$ cat config.mk
export PLATFORM = sky130hd
export DESIGN_NAME = ps2_rx_filt
export DESIGN_NICKNAME = d
export VERILOG_FILES = /design/src/rtl/ps2_rx_filt.sv
export SDC_FILE = /design/constraint.sdc
export NUM_CORES = 1
export LEC_CHECK = 0
export CAP_MARGIN = 15
export CORE_ASPECT_RATIO = 0.9
export CORE_UTILIZATION = 52
export DETAILED_ROUTE_END_ITERATION = 10
export PLACE_DENSITY = 0.81
export SLEW_MARGIN = 15
export SYNTH_ARGS = -nofsm -noshare
export SYNTH_HDL_FRONTEND = slang
export SYNTH_SLANG_ARGS = --single-unit
$ cat constraint.sdc
create_clock -name clk -period 2.1 [get_ports clk]
set_clock_uncertainty 0.1 [all_clocks]
set_input_delay 0.525 -clock clk [delete_from_list [all_inputs] [get_ports clk]]
set_output_delay 0.525 -clock clk [all_outputs]
set_load 0.02 [all_outputs]
$ cat src/rtl/ps2_rx_filt.sv
// rtl/ps2_rx_filt.sv - PS/2 device-to-host receiver with clock glitch filter and timeout
module ps2_rx_filt #(
    parameter int DATA_BITS   = 8,
    parameter int PARITY_EN   = 1,
    parameter int FILT_LEN    = 4,
    parameter int TIMEOUT_CYC = 5000
) (
    input  logic                 clk,
    input  logic                 rst_n,
    input  logic                 ps2_clk,
    input  logic                 ps2_data_in,
    output logic [DATA_BITS-1:0] ps2_data_out,
    output logic                 valid,
    output logic                 err_parity,
    output logic                 err_frame,
    output logic                 err_timeout,
    output logic                 busy
);

    localparam int TW = $clog2(TIMEOUT_CYC);
    localparam logic [TW-1:0] TO_MAX  = TW'(TIMEOUT_CYC - 1);
    localparam logic [3:0]    RUN_MAX = 4'(FILT_LEN - 1);
    localparam logic [3:0]    LAST_BIT = 4'(DATA_BITS - 1);

    typedef enum logic [1:0] {IDLE, DATA, PARITY, STOP} state_t;

    logic clk_s1_q, clk_s2_q, dat_s1_q, dat_s2_q;
    logic filt_q, filt_d;
    logic [3:0] run_q, run_d;
    logic fall;

    state_t state_q, state_d;
    logic [3:0]           cnt_q, cnt_d;
    logic [DATA_BITS-1:0] shift_q, shift_d;
    logic                 par_q, par_d;
    logic [DATA_BITS-1:0] data_q, data_d;
    logic [TW-1:0]        to_q, to_d;
    logic valid_q, valid_d, eparity_q, eparity_d, eframe_q, eframe_d, etimeout_q, etimeout_d;

    always_ff @(posedge clk or negedge rst_n) begin
        if (!rst_n) begin
            clk_s1_q <= 1'b1;
            clk_s2_q <= 1'b1;
            dat_s1_q <= 1'b1;
            dat_s2_q <= 1'b1;
            filt_q   <= 1'b1;
            run_q    <= '0;
        end else begin
            clk_s1_q <= ps2_clk;
            clk_s2_q <= clk_s1_q;
            dat_s1_q <= ps2_data_in;
            dat_s2_q <= dat_s1_q;
            filt_q   <= filt_d;
            run_q    <= run_d;
        end
    end

    // The filtered level flips on the FILT_LEN-th consecutive differing sample.
    always_comb begin
        filt_d = filt_q;
        run_d  = '0;
        fall   = 1'b0;
        if (clk_s2_q != filt_q) begin
            if (run_q == RUN_MAX) begin
                filt_d = clk_s2_q;
                fall   = filt_q;
            end else begin
                run_d = run_q + 4'd1;
            end
        end
    end

    always_ff @(posedge clk or negedge rst_n) begin
        if (!rst_n) begin
            state_q    <= IDLE;
            cnt_q      <= '0;
            shift_q    <= '0;
            par_q      <= 1'b0;
            data_q     <= '0;
            to_q       <= '0;
            valid_q    <= 1'b0;
            eparity_q  <= 1'b0;
            eframe_q   <= 1'b0;
            etimeout_q <= 1'b0;
        end else begin
            state_q    <= state_d;
            cnt_q      <= cnt_d;
            shift_q    <= shift_d;
            par_q      <= par_d;
            data_q     <= data_d;
            to_q       <= to_d;
            valid_q    <= valid_d;
            eparity_q  <= eparity_d;
            eframe_q   <= eframe_d;
            etimeout_q <= etimeout_d;
        end
    end

    always_comb begin
        state_d    = state_q;
        cnt_d      = cnt_q;
        shift_d    = shift_q;
        par_d      = par_q;
        data_d     = data_q;
        valid_d    = 1'b0;
        eparity_d  = 1'b0;
        eframe_d   = 1'b0;
        etimeout_d = 1'b0;
        to_d       = (state_q == IDLE || fall) ? '0 : to_q + 1'b1;

        case (state_q)
            IDLE: begin
                if (fall && !dat_s2_q) begin
                    state_d = DATA;
                    cnt_d   = '0;
                    shift_d = '0;
                end
            end
            DATA: begin
                if (fall) begin
                    for (int i = 0; i < DATA_BITS; i++) begin
                        if (cnt_q == 4'(i)) shift_d[i] = dat_s2_q;
                    end
                    if (cnt_q == LAST_BIT) begin
                        state_d = (PARITY_EN != 0) ? PARITY : STOP;
                        cnt_d   = '0;
                    end else begin
                        cnt_d = cnt_q + 4'd1;
                    end
                end
            end
            PARITY: begin
                if (fall) begin
                    par_d   = dat_s2_q;
                    state_d = STOP;
                end
            end
            STOP: begin
                if (fall) begin
                    state_d = IDLE;
                    if (!dat_s2_q) begin
                        eframe_d = 1'b1;
                    end else if (PARITY_EN != 0 && !(^shift_q ^ par_q)) begin
                        eparity_d = 1'b1;
                    end else begin
                        data_d  = shift_q;
                        valid_d = 1'b1;
                    end
                end
            end
            default: state_d = IDLE;
        endcase

        // A falling edge in the expiry cycle wins, so the frame keeps going.
        if (state_q != IDLE && !fall && to_q == TO_MAX) begin
            state_d    = IDLE;
            shift_d    = '0;
            cnt_d      = '0;
            to_d       = '0;
            etimeout_d = 1'b1;
        end
    end

    assign ps2_data_out = data_q;
    assign valid        = valid_q;
    assign err_parity   = eparity_q;
    assign err_frame    = eframe_q;
    assign err_timeout  = etimeout_q;
    assign busy         = (state_q != IDLE);

endmodule

==> impl_results.md <==
* N_diodes at 0
* Crit path buf inv count at 3
* # rows at 23
* Crit path kind: flop to output pin
* CTS Buf Count at 5
* Ports at 17
* H-tree depth at 2
* Max Slew Vio Count at 0
* DR WL/cell at 13.6 µm
* Worst slew pin tran at 0.369 ns
* Final Util at between 60% and 70%
* Die Y at 66.8 µm
* Async SR Flop Fraction at 100%
* Critical path cell sequence: inv_1 > ha_4 > inv_1 > dlygate4sd2_1
* RePlAce Congestion at between 0.8 and 0.9
* Post-synthesis cell count at 224
* First-pass GRT wire length at ~7500 µm
* P per Cell Area at around 870 nW/µm²
* CP endpoint kind: output pin
* Layout cells sized above 1 at 19.1%
* CTS tree: yes
* DP Wirelength at ~3200 µm
* Post-Syn Nets at 239
* DIE AREA at 4950 µm²
* RSZ-0062 raised after global routing: true
* Final hold viol count at 0
* CP delay by family, top: buffers and inverters
* Via Count at around 1700
* CP startpoint kind: flop
* Synthesis-to-layout area growth at 19.5%
* Vias per cell at 5.30
* Max Cap Viol at 0
* Relative slew slack at 75.1%
* Multi-input gate area in the final layout at 1170 µm²
* DRC viols at 0
* Seq cells post-synth at 49
* VDD IR max at 0.000541 V
* Core area at approximately 4500 µm²
* Part of the cycle the worst path needs at 95.4%
* Critical Path Most Common Cell: inv_1
* Post-synth EDFFs at 0
* Synth top area share at 45.3%
* WHS at ~0.1 ns
* Yosys top cell by area: dfrtp_1
* Critical-path top delay cell: dfrtp_1
* Width of the die at 74.0 µm
* Arr. time, crit path at 1.38 ns
* Skew-Pair Late Insertion Delay at roughly 0.30 ns
* Cts hold-fix bufs at 0
* Initial Utilization at 54.4%
* GR Overflow Total at 0
* Sequential cell area at 1230 µm²
* Placed Area at 2760 µm²
* Most frequent cell after synthesis: dfrtp_1
* Hold WC Path Type: input pin to asynchronous set/reset pin
* Clk sinks at 49
* Synth Flop Type: dfrtp_1
* Run status: completed
* Largest net degree at the start of global routing at 50
* Top cells by count, synth: 44 x dfrtp_1, 28 x nor2_1, 13 x nand2_1, 11 x ha_1, 11 x xnor2_1
* Vias in the first global route at 1692
* CTS Buffer Depth at 2
* Routed Antenna Nets at 0
* Mean Syn Cell Area at 10.8 µm²
* Area of the mapped netlist at 2430 µm²
* Fin area at 2900 µm²
* First-pass detailed-route iteration total at 4
* Filler instances at 350
* CP max stage delay at 0.38 ns
* Clock-pin transition on the worst setup and hold timing paths at 0.08 ns
* Nets@finish at 276
* Minimum clock period at 2.00 ns
* DR iter-0 viols at 62
* Register area share after synthesis at around half
* Top post-synthesis cells by area: dfrtp_1 45%, ha_1 5.7%, dfstp_2 5.4%
* F_max at 0.499 GHz
* # port buffers at 16
* Post-route setup slack at 0.0975 ns
* Cell variety after synth at 39
* Syn. warnings at 0
* Critical Path Fanout Max at 5
* Setup violators final at 0
* Clk root buf: clkbuf_8
* CP required at 1.47 ns
* Post-place setup slack at between 0.02 and 0.025 ns
* Gr usage total at between 20% and 30%
* LEAKAGE at 1.33 nW
* Final WL at 4400 µm
* Initial antenna violation count at 0
-- area by class of cell --
cell class | count | share of cell area (%)
sequential | 49 | 42.5
multi-input combinational | 161 | 40.3
timing repair buffer | 34 | 10.4
tap | 62 | 2.67
clock buffer | 6 | 2.50
inverter | 10 | 1.29
clock inverter | 2 | 0.345
-- stage by stage --
stage	cells	power, mW	setup TNS, ns
finish	324	2.53	0
floorplan	224	1.70	0
global route	324	2.70	-0.0794
detailed placement	311	1.97	0
CTS	319	2.49	0
global placement	311	1.94	0
-- where the power goes --
part	internal, mW	switching, mW
combinational	0.409	0.473
sequential	1.05	0.0771
clock	0.231	0.292
total	1.69	0.842
-- state kept, by name, summed over array words and instances (netlist names), 2 cells and up --
name / flops
state_q: 2
cnt_q: 4
shift_q: 8
ps2_data_out: 8
to_q: 13
run_q: 4
-- metal layers --
layer	track usage, %	vias up	part of all wire (%)
li1	-	850	-
met5	0	-	0
met2	33.2	31	47
met1	25.5	827	48
met3	5.14	8	3.5
met4	7.21	0	1.7
-- cells by family (layout without fill, tap and decap cells) --
| family | after synthesis | count (layout) | share of synthesized area [%] |
|---|---|---|---|
| simple gates | 87 | 87 | 19.3 |
| flops | 49 | 49 | 50.7 |
| compound gates | 33 | 33 | 9.38 |
| xor+xnor | 20 | 20 | 8.09 |
| buf+inv | 14 | 52 | 2.22 |
| fa+ha+maj | 11 | 11 | 5.67 |
| mux | 10 | 10 | 4.64 |
-- path summary, 6_finish.rpt --
| check | from | endpoint | slack, ns | cells after the start |
|---|---|---|---|---|
| max | state_q[0] | busy | 0.1 | 4 |
| min | rst_n | ps2_data_out[1] | 0.1 | 2 |
| max reg2reg | shift_q[4] | ps2_data_out[4] | 0.1 | 5 |
| min reg2reg | clk_s1_q | clk_s2_q | 0.26 | 0 |
| max in group asynchronous | rst_n | filt_q | 1.52 | 2 |
| min in group clk | clk_s1_q | clk_s2_q | 0.26 | 0 |
-- layout by cell type, fill, tap and decap left out, drive strengths merged, types with 7 or more instances in the layout --
master,n
buf,19
mux2,10
xor2,7
nand3,7
xnor2,12
nor2,30
o21ai,7
o2bb2ai,7
dfrtp,44
clkdlybuf4s50,14
nor3,8
nand2,13
ha,11
inv,10
-- what timing repair did --
action,4_1_cts,5_1_grt
gates resized for setup,1,5
endpoints found under the setup margin,1,20
pin swaps,0,3
setup buffers,0,5
hold endpoints to repair,0,0
Note: power is estimated with default switching activity, not from simulation.
